==> config.mk <==
export PLATFORM = sky130hd
export DESIGN_NAME = lsm_sample_feeder
export DESIGN_NICKNAME = d
export VERILOG_FILES = /design/src/rtl/lsm_pkg.sv /design/src/rtl/lsm_q15_square.sv /design/src/rtl/lsm_sample_feeder.sv
export SDC_FILE = /design/constraint.sdc
export NUM_CORES = 1
export LEC_CHECK = 0
export BUFFER_PORTS_ARGS = -buffer_cell sky130_fd_sc_hd__buf_2
export CAP_MARGIN = 10
export CORE_ASPECT_RATIO = 0.7
export CORE_MARGIN = 1
export CORE_UTILIZATION = 55
export DETAILED_ROUTE_END_ITERATION = 10
export GPL_TIMING_DRIVEN = 0
export HOLD_SLACK_MARGIN = 0.03
export PLACE_DENSITY_LB_ADDON = 0.2
export SYNTH_ARGS = -nofsm -noshare
export SYNTH_HDL_FRONTEND = slang
export SYNTH_SLANG_ARGS = --single-unit
==> constraint.sdc <==
create_clock -name clk -period 1.7 [get_ports clk]
set_clock_uncertainty 0.05 [all_clocks]
set_input_delay 0.255 -clock clk [delete_from_list [all_inputs] [get_ports clk]]
set_output_delay 0.255 -clock clk [all_outputs]
set_load 0.02 [all_outputs]
==> src/rtl/lsm_pkg.sv <==
// Shared Q-format widths, feeder FSM states and sample types for the Longstaff-Schwartz regression datapath.
package lsm_pkg;
    localparam int X_W    = 16;
    localparam int Y_W    = 16;
    localparam int FRAC_W = 15;

    typedef logic [X_W-1:0] price_t;
    typedef logic [Y_W-1:0] cash_t;
    typedef logic [X_W:0]   price_sq_t;

    typedef enum logic [2:0] {
        IDLE,
        CLEAR,
        READ,
        DRAIN,
        DONE
    } feeder_state_t;
endpackage

==> src/rtl/lsm_q15_square.sv <==
// Combinational unsigned fixed-point squarer; drops the FRAC low product bits by truncation.
module lsm_q15_square #(
    parameter int W    = lsm_pkg::X_W,
    parameter int FRAC = lsm_pkg::FRAC_W
) (
    input  logic [W-1:0]        a,
    output logic [2*W-FRAC-1:0] sq
);
    logic [2*W-1:0]  prod;
    logic [FRAC-1:0] unused_frac;

    assign prod        = {{W{1'b0}}, a} * {{W{1'b0}}, a};
    assign sq          = prod[2*W-1:FRAC];
    assign unused_frac = prod[FRAC-1:0];
endmodule

==> src/rtl/lsm_sample_feeder.sv <==
// Streams in-the-money (price, cashflow) samples from path memory into the regression accumulators.
// Build option: define LSM_FEEDER_ITM_FILTER_EN to keep only paths with price < strike.
module lsm_sample_feeder
    import lsm_pkg::*;
#(
    parameter int N_PATHS = 1024,
    parameter int ADDR_W  = 10,
    parameter int X_W     = lsm_pkg::X_W,
    parameter int Y_W     = lsm_pkg::Y_W
) (
    input  logic              clk,
    input  logic              rst_n,
    input  logic              go,
    input  logic [X_W-1:0]    strike,
    output logic              mem_rd_en,
    output logic [ADDR_W-1:0] mem_addr,
    input  logic [X_W-1:0]    mem_price,
    input  logic [Y_W-1:0]    mem_cash,
    output logic              acc_clear,
    output logic              out_valid,
    output logic [X_W-1:0]    out_xi,
    output logic [X_W:0]      out_xi2,
    output logic [Y_W-1:0]    out_yi,
    output logic              busy,
    output logic              done,
    output logic [ADDR_W:0]   itm_count,
    output logic [2:0]        dbg_state
);
    // out_valid is a strobe with no back-pressure: downstream accumulates every
    // cycle it is high, exactly once, and never stalls the feeder.
    feeder_state_t     state, state_nx;
    logic [ADDR_W-1:0] rd_addr;
    logic              last_addr;
    logic              drain_cnt;
    logic [X_W-1:0]    strike_q;
    logic              rd_vld_d1;
    logic              is_itm;
    logic [X_W:0]      price_sq;

    assign last_addr = (rd_addr == ADDR_W'(N_PATHS - 1));
    assign mem_addr  = rd_addr;
    assign dbg_state = state;

`ifdef LSM_FEEDER_ITM_FILTER_EN
    assign is_itm = (mem_price < strike_q);
`else
    logic unused_strike;
    assign is_itm        = 1'b1;
    assign unused_strike = ^strike_q;
`endif

    lsm_q15_square #(
        .W    (X_W),
        .FRAC (X_W - 1)
    ) u_square (
        .a  (mem_price),
        .sq (price_sq)
    );

    always_ff @(posedge clk or negedge rst_n) begin
        if (!rst_n) state <= IDLE;
        else        state <= state_nx;
    end

    always_comb begin
        state_nx  = state;
        mem_rd_en = 1'b0;
        acc_clear = 1'b0;
        busy      = 1'b0;
        done      = 1'b0;
        case (state)
            IDLE:  if (go) state_nx = CLEAR;
            CLEAR: begin
                acc_clear = 1'b1;
                busy      = 1'b1;
                state_nx  = READ;
            end
            READ: begin
                mem_rd_en = 1'b1;
                busy      = 1'b1;
                if (last_addr) state_nx = DRAIN;
            end
            DRAIN: begin
                busy = 1'b1;
                if (drain_cnt) state_nx = DONE;
            end
            DONE: begin
                done     = 1'b1;
                state_nx = IDLE;
            end
            default: state_nx = IDLE;
        endcase
    end

    // One stage for the memory read, one for the qualify register: address at t, sample at t+2.
    always_ff @(posedge clk or negedge rst_n) begin
        if (!rst_n) begin
            rd_addr   <= '0;
            drain_cnt <= 1'b0;
            strike_q  <= '0;
            rd_vld_d1 <= 1'b0;
            out_valid <= 1'b0;
            out_xi    <= '0;
            out_xi2   <= '0;
            out_yi    <= '0;
            itm_count <= '0;
        end else begin
            rd_vld_d1 <= (state == READ);
            out_valid <= rd_vld_d1 && is_itm;
            if (rd_vld_d1 && is_itm) begin
                out_xi  <= mem_price;
                out_xi2 <= price_sq;
                out_yi  <= mem_cash;
            end
            if (out_valid) itm_count <= itm_count + (ADDR_W + 1)'(1);
            case (state)
                IDLE:  if (go) strike_q <= strike;
                CLEAR: begin
                    rd_addr   <= '0;
                    itm_count <= '0;
                end
                READ: begin
                    if (!last_addr) rd_addr <= rd_addr + ADDR_W'(1);
                    drain_cnt <= 1'b0;
                end
                DRAIN:   drain_cnt <= 1'b1;
                default: ;
            endcase
        end
    end
endmodule
==> results.rst <==
.. list-table::
   :header-rows: 1

   * - Metric
     - Value
   * - Outcome
     - finished, violations left
   * - Violations in the final reports
     - design-rule violations, negative setup slack
   * - Number of design rule violations left after detail routing
     - 5
   * - Global placement routability congestion
     - 0.932
   * - Cells on Worst Hold Path
     - 2
   * - # H-tree levels
     - 3
   * - Tcrit/Tclk final
     - 323%
   * - Die ar.
     - 0.0195 sq mm
   * - Clock tree from TritonCTS
     - yes
   * - DP Wirelength
     - around 21000 um
   * - Fraction of synthesized cell area taken by the top area cell type
     - 31.0%
   * - Critical path arrival
     - ~5.7 ns
   * - Cell row count
     - 41
   * - Number of enable-type register cells in the synthesized netlist
     - 0
   * - List of most frequent post-synthesis cells
     - sky130_fd_sc_hd__inv_1 (251), sky130_fd_sc_hd__fa_1 (161), sky130_fd_sc_hd__nand2_1 (117)
   * - I/O pin total
     - 129
   * - Smallest setup slack after layout
     - -3.79 ns
   * - Total number of yosys warnings
     - 0
   * - Seq cells post-synth
     - 76
   * - Fmax achieved
     - 182 MHz
   * - Maximum buffer depth of the clock tree
     - 2
   * - Compound-cell area share of the yosys netlist
     - 7.73%
   * - Top flip-flop cell by instance count after synthesis
     - sky130_fd_sc_hd__dfrtp_1
   * - Cell types occupying the most area after synthesis
     - sky130_fd_sc_hd__fa_1 (31%), sky130_fd_sc_hd__dfrtp_1 (18%), sky130_fd_sc_hd__ha_1 (12%)
   * - Number of antenna-violating nets in the routed design
     - 0
   * - Die Height
     - 117 um
   * - Count of pins over their slew limit
     - 0
   * - Total gr overflow
     - 0
   * - Largest fanout of any net on the critical path
     - 8
   * - ANT cells
     - 0
   * - Worst slew margin
     - 63.5%
   * - Total standard cell area after synthesis
     - 0.0104 sq mm
   * - Count of buffers inserted at the top-level ports
     - 112
   * - Chip Width
     - roughly 170 um
   * - Layout cells sized above 1
     - 34.5%
   * - Cell taking the most area after synthesis
     - sky130_fd_sc_hd__fa_1
   * - Slew at the pin closest to its max-slew limit
     - 0.548 ns
   * - Synthesized netlist net count
     - 1419
   * - Clock buffer count from CTS
     - 9
   * - DR WL/cell
     - ~19 um
   * - Library cells used by synthesis
     - between 50 and 60
   * - Global-route usage over all layers
     - 31.8%
   * - Minimum clock period
     - 5.49 ns
   * - Type of the most critical hold path
     - in -> reg
   * - Global-route wire length before repair
     - 46800 um
   * - Area Overhead vs Synth
     - 32.7%
   * - WP data required
     - 1.90 ns
   * - Final instance count without filler cells
     - 1571
   * - Sequential-to-total area share from yosys stat
     - 18.3%
   * - Placed Cells
     - between 1000 and 1500
   * - Worst setup path category
     - in -> reg
   * - Avg Inst Size Synth
     - 9.42 sq um
   * - Async SR Flop Fraction
     - 100%
   * - Number of cell instances on the worst register-to-register path
     - 6
   * - Maximum number of pins on one net before global-route repair
     - 67
   * - Hold violation count in the final report
     - 0
   * - Number of max-capacitance violations reported
     - 0
   * - Post-synthesis cell count
     - 1105
   * - Effective utilization at floorplan
     - between 50% and 60%
   * - Detailed-routing iteration count for the pre-antenna-repair pass
     - 8
   * - Antenna violations before repair
     - 0
   * - Xor and xnor area share after synthesis
     - 2.86%
   * - Overall routed net length
     - 30600 um
   * - Area of the core
     - 0.0183 sq mm
   * - Worst-skew pair later-pin latency
     - 0.36 ns
   * - Number of sinks on the clock net
     - 76
   * - Share of synthesized area spent on multiplexers
     - ~4.5%
   * - Top-count cell post-synth
     - sky130_fd_sc_hd__inv_1
   * - Register clock-pin slew on the reported worst setup and hold paths
     - 0.07 ns
   * - Fraction of the mapped netlist area in adder cells
     - 43.2%
   * - Clock Tree Root
     - sky130_fd_sc_hd__clkbuf_16
   * - Drt initial violations
     - 800
   * - DP Worst Slack
     - -4.49 ns
   * - Fin nets
     - ~1600
   * - Via count
     - 8769
   * - CP Launch Type
     - primary input
   * - Simple-gate share of the synthesized area
     - 12.9%
   * - Kind of end point of the critical path
     - flop
   * - Combinational family with the most area after synthesis
     - adder cells
   * - Detailed-route vias per instance
     - 5.58
   * - Sum of negative setup slack
     - -62.60 ns
   * - RSZ-0062 raised after global routing
     - true
   * - Final setup violating endpoints
     - 18
   * - Vias in the first global route
     - 8699
## kinds of logic after synthesis
group / after synthesis
buf+inv: 291
simple gates: 284
fa+ha+maj: 263
compound gates: 115
flops: 76
mux: 42
xor+xnor: 34
## what timing repair did
action,in CTS,in global routing
endpoints found under the setup margin,55,38
pin swaps,68,47
resized for setup,182,67
hold buffers,1,0
endpoints found under the hold margin,76,0
setup buffers,69,34
gates cloned,1,1
## critical path, cell delays in order
cell and delay [ns]:
sky130_fd_sc_hd__buf_8 0.10, sky130_fd_sc_hd__clkbuf_16 0.16, sky130_fd_sc_hd__nand2_4 0.07, sky130_fd_sc_hd__inv_2 0.03, sky130_fd_sc_hd__fa_1 0.51, sky130_fd_sc_hd__inv_2 0.04, sky130_fd_sc_hd__fa_1 0.55, sky130_fd_sc_hd__inv_2 0.06
sky130_fd_sc_hd__fa_2 0.57, sky130_fd_sc_hd__fa_2 0.46, sky130_fd_sc_hd__fa_1 0.56, sky130_fd_sc_hd__inv_2 0.05, sky130_fd_sc_hd__fa_1 0.55, sky130_fd_sc_hd__inv_2 0.06, sky130_fd_sc_hd__ha_4 0.31, sky130_fd_sc_hd__nand3_4 0.10
sky130_fd_sc_hd__o211ai_1 0.17, sky130_fd_sc_hd__buf_4 0.17, sky130_fd_sc_hd__a2111oi_4 0.07, sky130_fd_sc_hd__buf_4 0.15, sky130_fd_sc_hd__a211oi_4 0.29, sky130_fd_sc_hd__mux2i_1 0.12, sky130_fd_sc_hd__a211o_1 0.27
## flip-flops by register name, indices dropped and copies added, names as in the netlist
| register | count |
|---|---|
| mem_addr | 10 |
| out_valid | 1 |
| drain_cnt | 1 |
| out_xi2 | 17 |
| out_yi | 16 |
| itm_count | 11 |
| rd_vld_d1 | 1 |
| dbg_state | 3 |
| out_xi | 16 |
## routing by layer
layer	up-vias	GRT usage, %	routed length [um]
li1	3908	-	-
met1	4324	45.5	13600
met2	451	46.8	13200
met3	86	9.99	2930
met4	0	9.01	835
met5	-	0	0
## metrics by stage
step | area [sq um] | utilization, % | hold WS (ns)
2_1_floorplan | 10800 | - | -0.0906
3_3_place_gp | 11600 | 63.6 | 0.321
3_5_place_dp | 11600 | 63.7 | 0.0612
4_1_cts | 13300 | 72.8 | 0.0656
5_1_grt | 13800 | 75.7 | 0.0747
6_report | 13800 | 75.7 | 0.0698
## cells in the final DEF (no fill, tap or decap), types with 26 or more instances in the layout
cell and n:
sky130_fd_sc_hd__inv_1 225, sky130_fd_sc_hd__fa_1 152, sky130_fd_sc_hd__buf_2 99, sky130_fd_sc_hd__nand2_1 95
sky130_fd_sc_hd__buf_4 92, sky130_fd_sc_hd__ha_1 83, sky130_fd_sc_hd__dfrtp_1 69, sky130_fd_sc_hd__nor2_1 46
sky130_fd_sc_hd__and2_1 45, sky130_fd_sc_hd__mux2_2 35, sky130_fd_sc_hd__inv_2 26
## layout make-up
class                      instances  area, sq um
inverter                         252          950
buffer                            35          543
sequential                        76         1910
clock buffer                       9          225
fill                            1168         4440
multi-input combinational        738         8220
timing repair buffer             218         1620
tap                              236          295
clock inverter                     7         65.1
## worst paths after layout
check | endpoint | startpoint | slack, ns
setup / recovery | out_xi2[16]$_DFFE_PN0P_ | mem_price[4] | -3.79
hold / removal | out_yi[0]$_DFFE_PN0P_ | mem_cash[0] | 0.07
setup reg to reg | out_xi2[12]$_DFFE_PN0P_ | rd_vld_d1$_DFF_PN0_ | -0.08
hold reg to reg | out_valid$_DFF_PN0_ | rd_vld_d1$_DFF_PN0_ | 0.33
max in group asynchronous | mem_addr[1]$_DFFE_PN0P_ | rst_n | 0.78
min in group asynchronous | out_xi[12]$_DFFE_PN0P_ | rst_n | 0.22
Power is not shown: default switching activity piles up to over one toggle a cycle in this logic, so the estimate is an artifact.
